### src/rtl/chan_merge.sv
// rtl/chan_merge.sv - two-channel valid/ready merge into one registered, source-tagged output
module chan_merge #(
  parameter int WIDTH = 8
) (
  input  logic             clk,
  input  logic             rst_n,
  input  logic             in0_valid,
  input  logic [WIDTH-1:0] in0_data,
  output logic             in0_ready,
  input  logic             in1_valid,
  input  logic [WIDTH-1:0] in1_data,
  output logic             in1_ready,
  output logic             out_valid,
  output logic [WIDTH-1:0] out_data,
  output logic             out_sel,
  input  logic             out_ready,
  output logic [7:0]       cnt0,
  output logic [7:0]       cnt1
);

  typedef enum logic {
    EMPTY = 1'b0,
    FULL  = 1'b1
  } state_t;

  state_t state;
  state_t state_nxt;
  logic   last_grant;
  logic   grant;
  logic   any_valid;
  logic   load;

  // State register; reset discards any held word.
  always_ff @(posedge clk or negedge rst_n) begin
    if (!rst_n) begin
      state <= EMPTY;
    end else begin
      state <= state_nxt;
    end
  end

  // Arbitration, load decision, readies and next state. Readies are gated by
  // rst_n so nothing is accepted while reset is held.
  always_comb begin
    state_nxt = state;
    any_valid = in0_valid | in1_valid;
    grant     = 1'b0;
    load      = 1'b0;
    in0_ready = 1'b0;
    in1_ready = 1'b0;

    if (in0_valid && in1_valid) begin
      grant = ~last_grant;
    end else begin
      grant = in1_valid;
    end

    load      = rst_n && any_valid && ((state == EMPTY) || out_ready);
    in0_ready = load && !grant;
    in1_ready = load && grant;

    case (state)
      EMPTY:   if (load) state_nxt = FULL;
      FULL:    if (out_ready && !any_valid) state_nxt = EMPTY;
      default: state_nxt = EMPTY;
    endcase
  end

  assign out_valid = (state == FULL);

  // Output word, its source tag and the round-robin pointer move only on a load.
  always_ff @(posedge clk or negedge rst_n) begin
    if (!rst_n) begin
      out_data   <= '0;
      out_sel    <= 1'b0;
      last_grant <= 1'b1;
    end else if (load) begin
      out_data   <= grant ? in1_data : in0_data;
      out_sel    <= grant;
      last_grant <= grant;
    end
  end

  // Per-channel acceptance counters, free-running wrap at 255.
  always_ff @(posedge clk or negedge rst_n) begin
    if (!rst_n) begin
      cnt0 <= 8'd0;
      cnt1 <= 8'd0;
    end else begin
      if (in0_valid && in0_ready) cnt0 <= cnt0 + 8'd1;
      if (in1_valid && in1_ready) cnt1 <= cnt1 + 8'd1;
    end
  end

endmodule

### config.mk
export PLATFORM = sky130hd
export DESIGN_NAME = chan_merge
export DESIGN_NICKNAME = d
export VERILOG_FILES = /design/src/rtl/chan_merge.sv
export SDC_FILE = /design/constraint.sdc
export NUM_CORES = 1
export LEC_CHECK = 0
export BUFFER_PORTS_ARGS = -buffer_cell sky130_fd_sc_hd__buf_2
export CORE_ASPECT_RATIO = 1.2
export CORE_MARGIN = 2
export CORE_UTILIZATION = 46
export DETAILED_ROUTE_END_ITERATION = 10
export PLACE_DENSITY = 0.75
export SETUP_SLACK_MARGIN = 0.5
export SLEW_MARGIN = 20
export SYNTH_ARGS = -nofsm -noshare
export SYNTH_HDL_FRONTEND = slang
export SYNTH_SLANG_ARGS = --single-unit
export TNS_END_PERCENT = 5
### constraint.sdc
create_clock -name clk -period 1.64 [get_ports clk]
set_input_delay 0.082 -clock clk [delete_from_list [all_inputs] [get_ports clk]]
set_output_delay 0.082 -clock clk [all_outputs]
set_load 0.01 [all_outputs]
Yosys cells after proc, flatten, opt, wreduce, memory -nomap -nowiden

Index checks and enable logic that the tools add are counted.

Bits in registers: 27
Output and inout bits: 28

$add $sub $neg: 2
Muxes and demuxes: 5
Bitwise logic cells: 3
Reduce and logical (&&, ||, !) cells: 11

Operators with widths:

| cell                | count |
|---|---|
| $add 8x1->8 const B | 2 |
| $logic_and 1x1->1   | 8 |
| $mux 8              | 1 |
| $mux 1              | 3 |
| $logic_not 1->1     | 2 |
| $not 1->1           | 2 |
| $pmux 1 s2          | 1 |
| $logic_or 1x1->1    | 1 |
| $or 1x1->1          | 1 |

Longest topological paths before layout

Depth after elaboration: 5
Mapped depth: 6
Gate-level depth less buffers: 4

Least setup slack after synthesis

No wires, ideal clock.

Path kind: register to register
Start: register last_grant
End: register out_data[1]
Arrival time: 1.332 ns
Required time: 1.513 ns
Path slack: 0.181 ns
Stages on the path, launching flop included: 7
Period minus slack after synthesis: 1.459 ns
Cell sequence: dfstp_2 nand2_1 and4_1 buf_2 buf_2 a222oi_1 inv_1

Longest elaborated chain between the ends: 3

Ends and longest elaborated chain:

| item                   | RTL line | source |
|---|---|---|
| from (decl)            | 28       | `logic last_grant;` |
| from (signal assigned) | 80       | `last_grant <= grant;` |
| $not 1->1              | 53       | `grant = ~last_grant;` |
| $mux 1                 | 52       | `if (in0_valid && in1_valid) begin` |
| $mux 8                 | 78       | `out_data <= grant ? in1_data : in0_data;` |
| to (signal assigned)   | 78       |  |
| to (decl)              | 14       | `output logic [WIDTH-1:0] out_data,` |

Every way passes these cells.
A chain may end at the register's enable or synchronous reset.

Worst setup path in the final report

Start: register last_grant
End: register out_data[2]

Same word-level chain as after synthesis.

==> flow_summary.ini <==
[floorplanning]
die_area_um2 = 2950
row_count = 19
initial_utilization_pct = 49.4
die-width_um = 49.9
core_area_um2 = 2350
io_pins = 49
dieHeight_um = 59.1

[sta]
slew_violations = 0
fin_crit_sh_pct = 96.8
fmax_mhz = 630
maxSlewHeadroom_pct = 74.2
skew_ns = 0.00540
worst_pin_slew_ns = 0.387
period_minus_slack_ns = 1.59
hold_viol_final = 0
setup_violations = 0
totalNegativeSetupSlack_ns = 0
rsz0062_at_grt = yes

[clock_tree]
worstSkewPairLatency_ns = 0.33
root_buffer = clkbuf_4
cts_tree = built
cts_buffer_depth = 2
numCtsBuffers = 3
htreeDepth = 1
clock-sinks = 27
cts.clk_slew.worst_paths_ns = 0.15

[power]
pwr_density_cell_nw_per_um2 = 1110
ir_drop_mv = 0.791
p_leak_nw = 0.917

[logic_synthesis]
syn_inst = 95
synthFlopType = dfrtp_1
synth_area_um2 = 1160
synth_seq_cells = 27
yosysTopAreaCell = dfrtp_1
synthTopCellsByArea = dfrtp_1 (56%), xnor2_1 (8.3%), a222oi_1 (6.9%)
synth.most_common_cell = dfrtp_1
synth-edff-count = 0
syn-num-nets = 118
yosys.cell_types.count = 22
ys_seq_area_share_pct = 58.2
async_flop_share_pct = 100
yosysWarningCount = 0
synthTopCellsByCount = dfrtp_1 (26), xnor2_1 (11), inv_1 (9), a222oi_1 (8)
synth_top_area_share_pct = 56.0
syn_avg_cell_area_um2 = 12.2

[critical_path]
endpoint_kind = flop
critPathMaxFanout = 5
cp-endpoint = out_data[2]$_DFFE_PN0P_
rr_worst_depth = 6
required_ns = 1.85
reg2reg_slack_ns = 0.05
cpPeakStageDelay_ns = 0.59
path_class = flop to flop
r2r-start = last_grant$_DFFE_PN1P_
crit_slowest_cell = dfstp_2
setup.worst_path.start = last_grant$_DFFE_PN1P_
worstPathArrival_ns = 1.80
crit_path_start_kind = flop
crit_top_cell = buf_6
r2r-end = out_data[2]$_DFFE_PN0P_
cp_cell_sequence = nand2_2 > and4_4 > buf_6 > buf_6 > a222oi_1 > inv_1

[drt]
vias = 1114
drt_iter0_drc = 83
wl_um = 3340
wire_per_inst_um = 16.4
drc_errors = 0
avgViaCountPerCell = 5.46
postRouteAntennaNets = 0
drt-pass1-iter-count = 4

[place]
place_area_um2 = 1450
hpwlAfterDp_um = 1810
numPortBuffers = 48
gp_congestion = 0.687

[finish]
diodes = 0
final_area_um2 = 1740
nets = 197
drive_above_1_share_pct = 41.0
syn_to_final_growth_pct = 49.6

[outcome]
outcome = finished clean

[global_routing]
grt_usage_pct = 23.5
grt_overflow = 0
grt_max_degree = 28
antenna_found_initial = 0
grt_pass1_wl_um = 5070
grt_pass1_vias = 1085

[run]
max-cap-violations = 0

[worst_hold_path]
hold_path_class = primary input to flop
## layout make-up
cell class / instances / area [um^2]
clock buffer: 3 / 22.5
clock inverter: 1 / 7.51
fill: 161 / 614
inverter: 10 / 37.5
multi-input combinational: 54 / 420
sequential: 27 / 677
tap: 31 / 38.8
timing repair buffer: 78 / 536
## cells in the final DEF (no fill, tap or decap), types with 2 or more instances in the layout
cell           instances
buf_2                 46
dfrtp_1               26
dlygate4sd3_1         17
xnor2_1               11
inv_1                  9
buf_4                  9
a222oi_1               8
nand4_1                7
nand2_1                6
buf_6                  6
xor2_1                 3
and3_1                 3
clkbuf_4               3
mux2_2                 2
a21o_1                 2
nor2_1                 2
ha_1                   2
## report_power, final
group / switching (mW) / leakage, nW / internal (mW)
registers: 0.185 / 0.341 / 0.827
logic: 0.297 / 0.562 / 0.318
clock network: 0.203 / 0.0139 / 0.0933
total: 0.685 / 0.917 / 1.24
## sequential cells by signal, summed over array words and instances (netlist names)
name        count
out_valid       1
out_sel         1
last_grant      1
cnt0            8
out_data        8
cnt1            8
## worst min-delay path by stage
| stage | from | end | slack, ns | cells after the start |
|---|---|---|---|---|
| 2_1_floorplan | rst_n | cnt0[0]$_DFFE_PN0P_ | -0.21 | 0 |
| 3_3_place_gp | rst_n | last_grant$_DFFE_PN1P_ | 0.06 | 1 |
| 3_5_place_dp | rst_n | last_grant$_DFFE_PN1P_ | 0.08 | 1 |
| 4_1_cts | in0_valid | out_valid$_DFF_PN0_ | 0.03 | 3 |
| 5_1_grt | in0_valid | out_valid$_DFF_PN0_ | 0.05 | 3 |
| 6_report | in0_valid | out_valid$_DFF_PN0_ | 0.06 | 3 |
## cells by family (layout without fill, tap and decap cells)
kind of cell	count (synthesis)	count (layout)	synth area share, %
flops	27	27	58.2
simple gates	23	23	10.8
mux	2	2	1.94
buf+inv	14	92	6.03
compound gates	13	13	10.3
xor+xnor	14	14	10.5
fa+ha+maj	2	2	2.15
## metrics by stage
stage / std cells / hold slack, ns / power, mW / util (%) / setup slack, ns
floorplan: 95 / -0.214 / 1.29 / - / 0.275
finish: 204 / 0.0611 / 1.92 / 73.9 / 0.0518
global placement: 175 / 0.0636 / 1.52 / 61.5 / 0.281
CTS: 201 / 0.0325 / 1.90 / 72.5 / 0.187
global route: 204 / 0.0475 / 2.03 / 73.9 / 0.0138
detailed placement: 175 / 0.0781 / 1.55 / 61.5 / 0.226
## routing by layer
metal  vias up  share of wire, %  global-route usage (%)
met4         0               1.3                    11.1
met1       528                40                    28.4
li1        498                 -                       -
met5         -                 0                       0
met2        82                50                    41.7
met3         6               8.6                    2.78
## critical path, delay by kind of cell, from the launching register on
family / cells / cell delay (ns)
compound gates: 1 / 0.31
simple gates: 2 / 0.21
buf+inv: 3 / 0.37
flops: 1 / 0.59
## repair_timing
item,4_1_cts,5_1_grt
hold buffers,17,0
hold endpoints to repair,35,0
buffers inserted,5,3
endpoints found under the setup margin,28,29
resized for setup,5,3
pin swaps,1,3
Power figures use the tool's default switching activity.
